==> config.mk <==
export PLATFORM = sky130hd
export DESIGN_NAME = fidget_pattern_sched
export DESIGN_NICKNAME = d
export VERILOG_FILES = /design/src/rtl/fidget_pattern_sched_pkg.sv /design/src/rtl/fidget_pattern_sched_tick_gen.sv /design/src/rtl/fidget_pattern_sched.sv
export SDC_FILE = /design/constraint.sdc
export NUM_CORES = 1
export LEC_CHECK = 0
export ABC_AREA = 1
export BUFFER_PORTS_ARGS = -buffer_cell sky130_fd_sc_hd__buf_2
export CAP_MARGIN = 10
export CORE_MARGIN = 5
export CORE_UTILIZATION = 57
export DETAILED_ROUTE_END_ITERATION = 16
export HOLD_SLACK_MARGIN = 0.05
export PLACE_DENSITY = 0.81
export SYNTH_ARGS = -nofsm -noshare
export SYNTH_HDL_FRONTEND = slang
export SYNTH_HIERARCHICAL = 1
export SYNTH_SLANG_ARGS = --single-unit
==> constraint.sdc <==
create_clock -name CLK -period 2.1 [get_ports CLK]
set_input_delay 0.42 -clock CLK [delete_from_list [all_inputs] [get_ports CLK]]
set_output_delay 0.42 -clock CLK [all_outputs]
set_load 0.03 [all_outputs]
==> src/rtl/fidget_pattern_sched_pkg.sv <==
// -----------------------------------------------------------------------------
// fidget_pkg
// Shared types and constants for the fidget display blocks.
//   sched_state_t : scheduler FSM states (S_RUN drives a pattern, S_BLANK
//                   holds the display dark between patterns)
//   SEG_BLANK     : all segments off (active-low)
//   AN_OFF        : all anodes off (active-low)
// -----------------------------------------------------------------------------
package fidget_pkg;

    typedef enum logic {
        S_RUN   = 1'b0,
        S_BLANK = 1'b1
    } sched_state_t;

    localparam logic [7:0] SEG_BLANK = 8'hFF;
    localparam logic [3:0] AN_OFF    = 4'hF;

endpackage

==> src/rtl/fidget_pattern_sched_tick_gen.sv <==
// -----------------------------------------------------------------------------
// fidget_tick_gen
// Free-running prescaler: counts 0..TICK_DIV-1 and wraps. tick is high for the
// single cycle in which the count sits at TICK_DIV-1.
// Ports:
//   CLK  in   system clock
//   RST  in   asynchronous active-high reset (count returns to 0)
//   tick out  one-cycle pulse every TICK_DIV cycles
// -----------------------------------------------------------------------------
module fidget_tick_gen #(
    parameter int TICK_DIV = 25_000_000
) (
    input  logic CLK,
    input  logic RST,
    output logic tick
);

    localparam int CW = (TICK_DIV > 1) ? $clog2(TICK_DIV) : 1;
    localparam logic [CW-1:0] CNT_LAST = CW'(TICK_DIV - 1);

    logic [CW-1:0] r_cnt;

    always_ff @(posedge CLK or posedge RST) begin
        if (RST) begin
            r_cnt <= '0;
        end else if (r_cnt == CNT_LAST) begin
            r_cnt <= '0;
        end else begin
            r_cnt <= r_cnt + 1'b1;
        end
    end

    assign tick = (r_cnt == CNT_LAST);

endmodule

==> src/rtl/fidget_pattern_sched.sv <==
// -----------------------------------------------------------------------------
// fidget_pattern_sched
// Shares one 4-digit seven-segment display between NUM_PAT pattern generators.
// Generates the step tick for the selected pattern, muxes its seg/an onto the
// pins (registered), and advances to the next pattern on a button press or
// after DWELL_STEPS ticks when AUTO is set. Every switch blanks the display
// for BLANK_CYCLES cycles, during which the patterns receive no steps.
//
// Ports:
//   CLK       in   system clock
//   RST       in   asynchronous active-high reset
//   BTN       in   raw push button, rising edge = advance
//   AUTO      in   1 = auto-advance after the dwell time
//   pat_seg   in   segment bus, pattern i at [8i+7:8i], active-low
//   pat_an    in   anode bus, pattern i at [4i+3:4i], active-low
//   pat_step  out  one-hot one-cycle step enable to the selected pattern
//   seg       out  registered display segments, active-low
//   an        out  registered display anodes, active-low
//   mode      out  index of the selected pattern
//   dbg_state out  scheduler state (0 = S_RUN, 1 = S_BLANK)
//
// Step protocol: a pattern advances exactly one step in each cycle its
// pat_step bit is 1 and holds its state otherwise; there is no back-pressure.
//
// Build option: define FIDGET_SCHED_DEBOUNCE_EN to require BTN to be stable
// for DEBOUNCE_CYCLES cycles before its edge is recognised.
// -----------------------------------------------------------------------------
module fidget_pattern_sched
    import fidget_pkg::*;
#(
    parameter int NUM_PAT         = 4,
    parameter int TICK_DIV        = 25_000_000,
    parameter int DWELL_STEPS     = 28,
    parameter int BLANK_CYCLES    = 1_000_000,
    parameter int DEBOUNCE_CYCLES = 500_000,
    localparam int MW             = $clog2(NUM_PAT)
) (
    input  logic                 CLK,
    input  logic                 RST,
    input  logic                 BTN,
    input  logic                 AUTO,
    input  logic [8*NUM_PAT-1:0] pat_seg,
    input  logic [4*NUM_PAT-1:0] pat_an,
    output logic [NUM_PAT-1:0]   pat_step,
    output logic [7:0]           seg,
    output logic [3:0]           an,
    output logic [MW-1:0]        mode,
    output logic                 dbg_state
);

    localparam int DW = (DWELL_STEPS > 1) ? $clog2(DWELL_STEPS) : 1;
    localparam int BW = (BLANK_CYCLES > 1) ? $clog2(BLANK_CYCLES) : 1;
    localparam logic [DW-1:0] DWELL_LAST = DW'(DWELL_STEPS - 1);
    localparam logic [BW-1:0] BLANK_LAST = BW'(BLANK_CYCLES - 1);
    localparam logic [MW-1:0] MODE_LAST  = MW'(NUM_PAT - 1);

    sched_state_t  r_state;
    logic [MW-1:0] r_mode;
    logic [7:0]    r_seg;
    logic [3:0]    r_an;
    logic [DW-1:0] r_dwell;
    logic [BW-1:0] r_blank;

    logic               w_tick;
    logic               w_auto_req;
    logic               w_adv_req;
    logic [MW-1:0]      w_mode_next;
    logic [7:0]         w_sel_seg;
    logic [3:0]         w_sel_an;
    logic [NUM_PAT-1:0] w_step;

    fidget_tick_gen #(
        .TICK_DIV (TICK_DIV)
    ) u_tick_gen (
        .CLK  (CLK),
        .RST  (RST),
        .tick (w_tick)
    );

    // ---------------- button path ----------------
    logic r_btn_s1;
    logic r_btn_s2;
    logic r_btn_prev;
    logic w_btn_lvl;
    logic w_btn_req;

    always_ff @(posedge CLK or posedge RST) begin
        if (RST) begin
            r_btn_s1   <= 1'b0;
            r_btn_s2   <= 1'b0;
            r_btn_prev <= 1'b0;
        end else begin
            r_btn_s1   <= BTN;
            r_btn_s2   <= r_btn_s1;
            r_btn_prev <= w_btn_lvl;
        end
    end

`ifdef FIDGET_SCHED_DEBOUNCE_EN
    localparam int DBW = (DEBOUNCE_CYCLES > 1) ? $clog2(DEBOUNCE_CYCLES) : 1;
    localparam logic [DBW-1:0] DB_LAST = DBW'(DEBOUNCE_CYCLES - 1);

    logic           r_db_lvl;
    logic [DBW-1:0] r_db_cnt;

    // The count restarts whenever the synchronized input agrees with the
    // accepted level, so only an unbroken run of the new level is accepted.
    always_ff @(posedge CLK or posedge RST) begin
        if (RST) begin
            r_db_lvl <= 1'b0;
            r_db_cnt <= '0;
        end else if (r_btn_s2 == r_db_lvl) begin
            r_db_cnt <= '0;
        end else if (r_db_cnt == DB_LAST) begin
            r_db_lvl <= r_btn_s2;
            r_db_cnt <= '0;
        end else begin
            r_db_cnt <= r_db_cnt + 1'b1;
        end
    end

    assign w_btn_lvl = r_db_lvl;
`else
    assign w_btn_lvl = r_btn_s2;

    // Debounce length only matters when the debouncer is built in.
    logic w_unused_debounce;
    assign w_unused_debounce = (DEBOUNCE_CYCLES > 0);
`endif

    assign w_btn_req = w_btn_lvl & ~r_btn_prev;

    // ---------------- advance request ----------------
    assign w_auto_req  = w_tick & AUTO & (r_dwell == DWELL_LAST);
    // Both sources OR into one request, so coincident events advance once.
    assign w_adv_req   = w_btn_req | w_auto_req;
    assign w_mode_next = (r_mode == MODE_LAST) ? '0 : r_mode + 1'b1;

    // ---------------- pattern mux and step enable ----------------
    always_comb begin
        w_sel_seg = SEG_BLANK;
        w_sel_an  = AN_OFF;
        for (int i = 0; i < NUM_PAT; i++) begin
            if (r_mode == MW'(i)) begin
                w_sel_seg = pat_seg[8*i +: 8];
                w_sel_an  = pat_an[4*i +: 4];
            end
        end
    end

    always_comb begin
        w_step = '0;
        for (int i = 0; i < NUM_PAT; i++) begin
            w_step[i] = (r_state == S_RUN) && w_tick && (r_mode == MW'(i));
        end
    end

    // ---------------- scheduler FSM ----------------
    always_ff @(posedge CLK or posedge RST) begin
        if (RST) begin
            r_state <= S_RUN;
            r_mode  <= '0;
            r_seg   <= SEG_BLANK;
            r_an    <= AN_OFF;
            r_dwell <= '0;
            r_blank <= '0;
        end else begin
            case (r_state)
                S_RUN: begin
                    r_seg <= w_sel_seg;
                    r_an  <= w_sel_an;
                    if (w_adv_req) begin
                        r_mode  <= w_mode_next;
                        r_dwell <= '0;
                        r_blank <= '0;
                        r_state <= S_BLANK;
                    end else if (w_tick && AUTO) begin
                        r_dwell <= r_dwell + 1'b1;
                    end
                end
                S_BLANK: begin
                    // Requests arriving here are dropped on purpose.
                    r_seg <= SEG_BLANK;
                    r_an  <= AN_OFF;
                    if (r_blank == BLANK_LAST) begin
                        r_blank <= '0;
                        r_state <= S_RUN;
                    end else begin
                        r_blank <= r_blank + 1'b1;
                    end
                end
                default: r_state <= S_RUN;
            endcase
        end
    end

    assign pat_step  = w_step;
    assign seg       = r_seg;
    assign an        = r_an;
    assign mode      = r_mode;
    assign dbg_state = (r_state == S_BLANK);

endmodule

# Word-level counts from Yosys, hierarchy flattened
# Cells that the tools add are included.
[op_classes]
bitwise_logic = 6
reduce_logical = 10
div = 0
n_shift = 0
muxes = 20
magnitude_cmp = 0
n_eq_ne = 7
addsub = 4
multipliers = 0
[op_table]
columns = ["cell", "n"]
rows = [
  ["$mux W20", 2],
  ["$pmux W20 S2", 1],
  ["$mux W8", 4],
  ["$add A25 B1 Y25 const B", 1],
  ["$eq A25 B25 Y1 const B", 1],
  ["$mux W25", 1],
  ["$add A20 B1 Y20 const B", 1],
  ["$eq A20 B20 Y1 const B", 1],
  ["$mux W4", 4],
  ["$pmux W8 S2", 1],
  ["$mux W5", 2],
  ["$pmux W4 S2", 1],
  ["$logic_and A1 B1 Y1", 6],
  ["$add A5 B1 Y5 const B", 1],
  ["$eq A5 B5 Y1 const B", 1],
  ["$eq A2 B2 Y1 const B", 2],
  ["$reduce_and A2 Y1", 2],
  ["$and A1 B1 Y1", 3],
  ["$add A2 B1 Y2 const B", 1],
  ["$eq A2 B1 Y1 const B", 1],
  ["$logic_not A2 Y1", 1],
  ["$mux W1", 2],
  ["$mux W2", 1],
  ["$ne A2 B2 Y1 const B", 1],
  ["4 further kinds", 5],
]
[word_totals]
latch_bits = 0
out_inout_bits = 19
inputBits = 52
memories = 0
romBits = 0
ff_bits = 68
elab_cells = 57
ramBits = 0

# Depth between registers and ports, before layout
[depth]
ltp_word = 6
depth_mapped = 16
ltp_nobuf = 15

# Cells and area by module
# Netlist, hierarchy kept.
[by_module_without_submodules]
columns = ["module", "cells_per_inst", "seq_area_each_um2", "instances", "area_per_inst_um2"]
rows = [
  ["fidget_pattern_sched", 341, 1091.0, 1, 2537.4],
  ["fidget_tick_gen", 214, 625.6, 1, 1537.7],
]

# Least setup slack after synthesis
# OpenSTA, ideal clock, no wires.
[synth_path]
path_kind = "register -> output"
startpoint = "reg u_tick_gen.r_cnt[0]"
endpoint = "out pat_step[0]"
stages_incl_launch_ff = 10
required_time_ns = 1.680
n_path_buf = 0
t_arrival_ns = 1.565
slack_ns = 0.115
path_cell_list = "dfrtp_1 > ha_1 > nand2_1 > nor2_4 > nand2_4 > inv_1 > nand2_1 > inv_1 > nand2_1 > nor2_1"
[synth_via]
elab_chain_len = 3
[synth_rtl]
columns = ["item", "line_no", "text"]
rows = [
  ["from (decl)", "fidget_pattern_sched_tick_gen.sv:21", "logic [CW-1:0] r_cnt;"],
  ["from (signal assigned)", "fidget_pattern_sched_tick_gen.sv:29", "r_cnt <= r_cnt + 1'b1;"],
  ["$eq A25 B25 Y1", "fidget_pattern_sched_tick_gen.sv:33", "assign tick = (r_cnt == CNT_LAST);"],
  ["named net w_tick", "fidget_pattern_sched.sv:64", "logic w_tick;"],
  ["$logic_and A1 B1 Y1 (2 in series)", "fidget_pattern_sched.sv:154", "w_step[i] = (r_state == S_RUN) && w_tick && (r_mode == MW'(i));"],
  ["to (decl)", "fidget_pattern_sched.sv:44", "output logic [NUM_PAT-1:0] pat_step,"],
]
# The timed path passes the listed nets, and every way through them passes these cells.

# Worst setup path after layout
[layout_path]
startpoint = "reg u_tick_gen.r_cnt[20]"
endpoint = "out pat_step[1]"
# Same word-level chain as after synthesis.

==> reports/qor.yml <==
outcome:
  outcome: "complete, but fails checks"
  violations: "negative setup slack"
placement:
  port_buffers: 70
  hpwl_um: 7330
  gp_congestion: 1.05
  pre_cts_ws_ps: 165
drt:
  vias_per_cell: 5.28
  vias: 4021
  drtIter0Drc: 222
  drc: 0
  ant_nets: 0
  drt-total-wl_um: 10500
  drt_first_pass_iters: 5
  wl_per_cell_um: 13.8
synth:
  yosysSeqAreaShare: 0.421
  synth_compound_area_frac: 0.104
  yosys_warnings: 6
  synth.area.mux_share: 0
  synth_cells: 555
  synth-seq-cells: 68
  synth.distinct_cells: 27
  synth_edf_count: 0
  netlist_area_um2: 4080
  synthAdderAreaFrac: 0.0215
  avgSynthCellArea_um2: 7.34
  synth_top_family_by_area: "simple AND/OR/NAND/NOR gates"
  synth_xor_area_frac: 0.0408
  ys_async_sr_fraction: 1.00
  ys.flop_type: "dfrtp_1"
  synthSimpleGateAreaFrac: 0.336
  synthesis.nets: 614
sta:
  holdWs_ps: 131
  fin_crit_ps: 2120
  rsz0062_at_grt: "true"
  worst_slack_ps: -24.1
  slew_headroom: 0.640
  post-route-period-util: 1.01
  finalSetupViolations: 4
  hold_viol_final: 0
  setup_tns_ps: -84.5
  slew_viol_final: 0
  fmax_mhz: 471
  fin_skew_ps: 9.92
  worst_pin_slew_ps: 540
setup_path:
  max_stage_delay_ps: 400
  worstSetupPathType: "reg2out"
  cp_max_fo: 4
  cp_top_family: "simple AND/OR/NAND/NOR gates"
  crit_slowest_cell: "dfrtp_1"
  cp.required_ps: 1680
  start_kind: "flop"
  setup.worst_path.end_class: "output port"
  critPathArrivalTime_ps: 1700
  crit_buf_inv: 2
  crit_chain: "nand2_2, nor2_4, nand3_2, nor2_2, nand2_2, inv_2, nand2_4, nor2_4, buf_6"
floorplan:
  design.core.area_um2: 6870
  dieHeight_um: 94.6
  start_util: 0.593
  num_io_pins: 71
  rows: 30
  die_area_um2: 8940
  die_w_um: 94.6
global_route:
  antenna_found_initial: 0
  grt_overflow: 0
  grt_pass1_wl_um: 17500
  grt_pass1_vias: 3994
  grt_use_total: 0.245
  grt_max_degree: 44
clocking:
  holdBufCountCts: 0
  cts_max_level: 3
  clk_latency_ps: 340
  root_buffer: "clkbuf_8"
  clock_path_buffers: 2
  clock-sinks: 68
  cts_tree: "built"
  cts_made_buffers: 9
  clkSlewWorstSetupHoldPaths_ps: 80
cells_and_area:
  fin_nets: 720
  drive_gt1_frac: 0.282
  num_antenna_cells: 0
  nFillCells: 514
  area_growth_syn_to_layout_pct: 24.4
pwr:
  p_per_area_nw_per_um2: 500
  vdd_drop_max_mv: 0.326
  leakagePower_nw: 2.42
run:
  drv_cap: 0
worst_hold_path:
  hp-class: "in2async"
-- kinds of logic after synthesis --
logic type,count (synthesis)
flops,68
simple gates,297
fa+ha+maj,7
compound gates,83
buf+inv,81
xor+xnor,19
-- per-layer routing --
metal  vias up  share of wire  global-route usage
met5         -              0                   0
met4         0          0.014              0.0685
met3        18          0.076              0.0622
met2       173           0.48               0.410
met1      1858           0.43               0.315
li1       1972              -                   -
-- where the power goes --
| group | leakage (nW) | switching [mW] | internal [mW] |
|---|---|---|---|
| registers | 0.836 | 0.00117 | 1.31 |
| logic | 1.47 | 0.0422 | 0.0363 |
| clock network | 0.107 | 0.485 | 0.659 |
-- cell usage after synthesis, types with 4 or more instances --
cell	count	share of area
nor2_1	91	0.084
nor2_2	9	0.014
nand2_4	4	0.011
nor2_4	12	0.033
nand4_1	6	0.0092
o22ai_1	6	0.0092
o21ai_0	33	0.041
nand2_2	7	0.011
a21oi_1	37	0.045
dfrtp_1	56	0.34
nor3_1	8	0.0098
inv_1	65	0.060
o21ai_1	7	0.0086
nand3_1	38	0.047
dfstp_2	12	0.077
clkbuf_1	7	0.0064
nand2_1	120	0.11
xor2_1	16	0.034
ha_1	7	0.021
-- state kept, by name, indices dropped and copies added, names as in the netlist --
register          flops
seg                   8
u_tick_gen/r_cnt     25
r_blank              20
mode                  2
dbg_state             1
r_btn_s1              1
r_dwell               5
r_btn_s2              1
r_btn_prev            1
an                    4
-- cell type report --
type / instances / area, µm² / share of cell area
Inverter: 70 / 265 / 0.0523
Clock buffer: 10 / 128 / 0.0252
Clock inverter: 6 / 78.8 / 0.0155
Sequential cell: 68 / 1720 / 0.339
Tap cell: 96 / 120 / 0.0237
Multi-Input combinational cell: 406 / 2110 / 0.417
Timing Repair Buffer: 106 / 649 / 0.128
-- placed cells by master (no fill, tap or decap), types with 2 or more instances in the layout --
cell type / count
a21oi_1: 37
buf_2: 66
buf_4: 35
buf_6: 5
bufinv_16: 2
clkbuf_8: 9
clkinv_1: 2
clkinv_2: 3
dfrtp_1: 56
dfstp_2: 12
ha_1: 6
inv_1: 61
inv_2: 7
nand2_1: 115
nand2_2: 11
nand2_4: 5
nand3_1: 37
nand3_2: 2
nand4_1: 6
nor2_1: 84
nor2_2: 11
nor2_4: 17
nor3_1: 8
o21ai_0: 33
o21ai_1: 7
o22ai_1: 6
xnor2_1: 3
xor2_1: 16
-- per-stage QoR --
step | std cells | power [mW] | util | instance area (µm²)
global route | 762 | 2.63 | 0.738 | 5070
global placement | 725 | 1.42 | 0.671 | 4610
floorplan | 555 | 1.36 | - | 4080
detailed placement | 725 | 1.42 | 0.671 | 4610
finish | 762 | 2.54 | 0.738 | 5070
CTS | 756 | 2.55 | 0.723 | 4960
-- worst min-delay path: stages --
cell and delay (ps):
buf_2 110, inv_1 50, buf_4 310
-- final timing paths --
path	start	to	slack, ps	cells past startpoint
setup reg to reg	u_tick_gen/r_cnt[20]$_DFF_PP0_	r_blank[18]$_DFFE_PP0P_	130	16
hold / removal	RST	u_tick_gen/r_cnt[20]$_DFF_PP0_	130	3
setup / recovery	u_tick_gen/r_cnt[20]$_DFF_PP0_	pat_step[1]	-20	9
max in group asynchronous	RST	seg[4]$_DFF_PP1_	1490	3
hold reg to reg	r_btn_s1$_DFF_PP0_	r_btn_s2$_DFF_PP0_	370	0
min in group CLK	BTN	r_btn_s1$_DFF_PP0_	190	1
-- timing repair --
item,in CTS,in global routing
gates resized for setup,16,17
pin swaps,5,7
setup endpoints to repair,4,6
setup buffers,15,6
No activity file was read; power rests on OpenSTA's default activity.
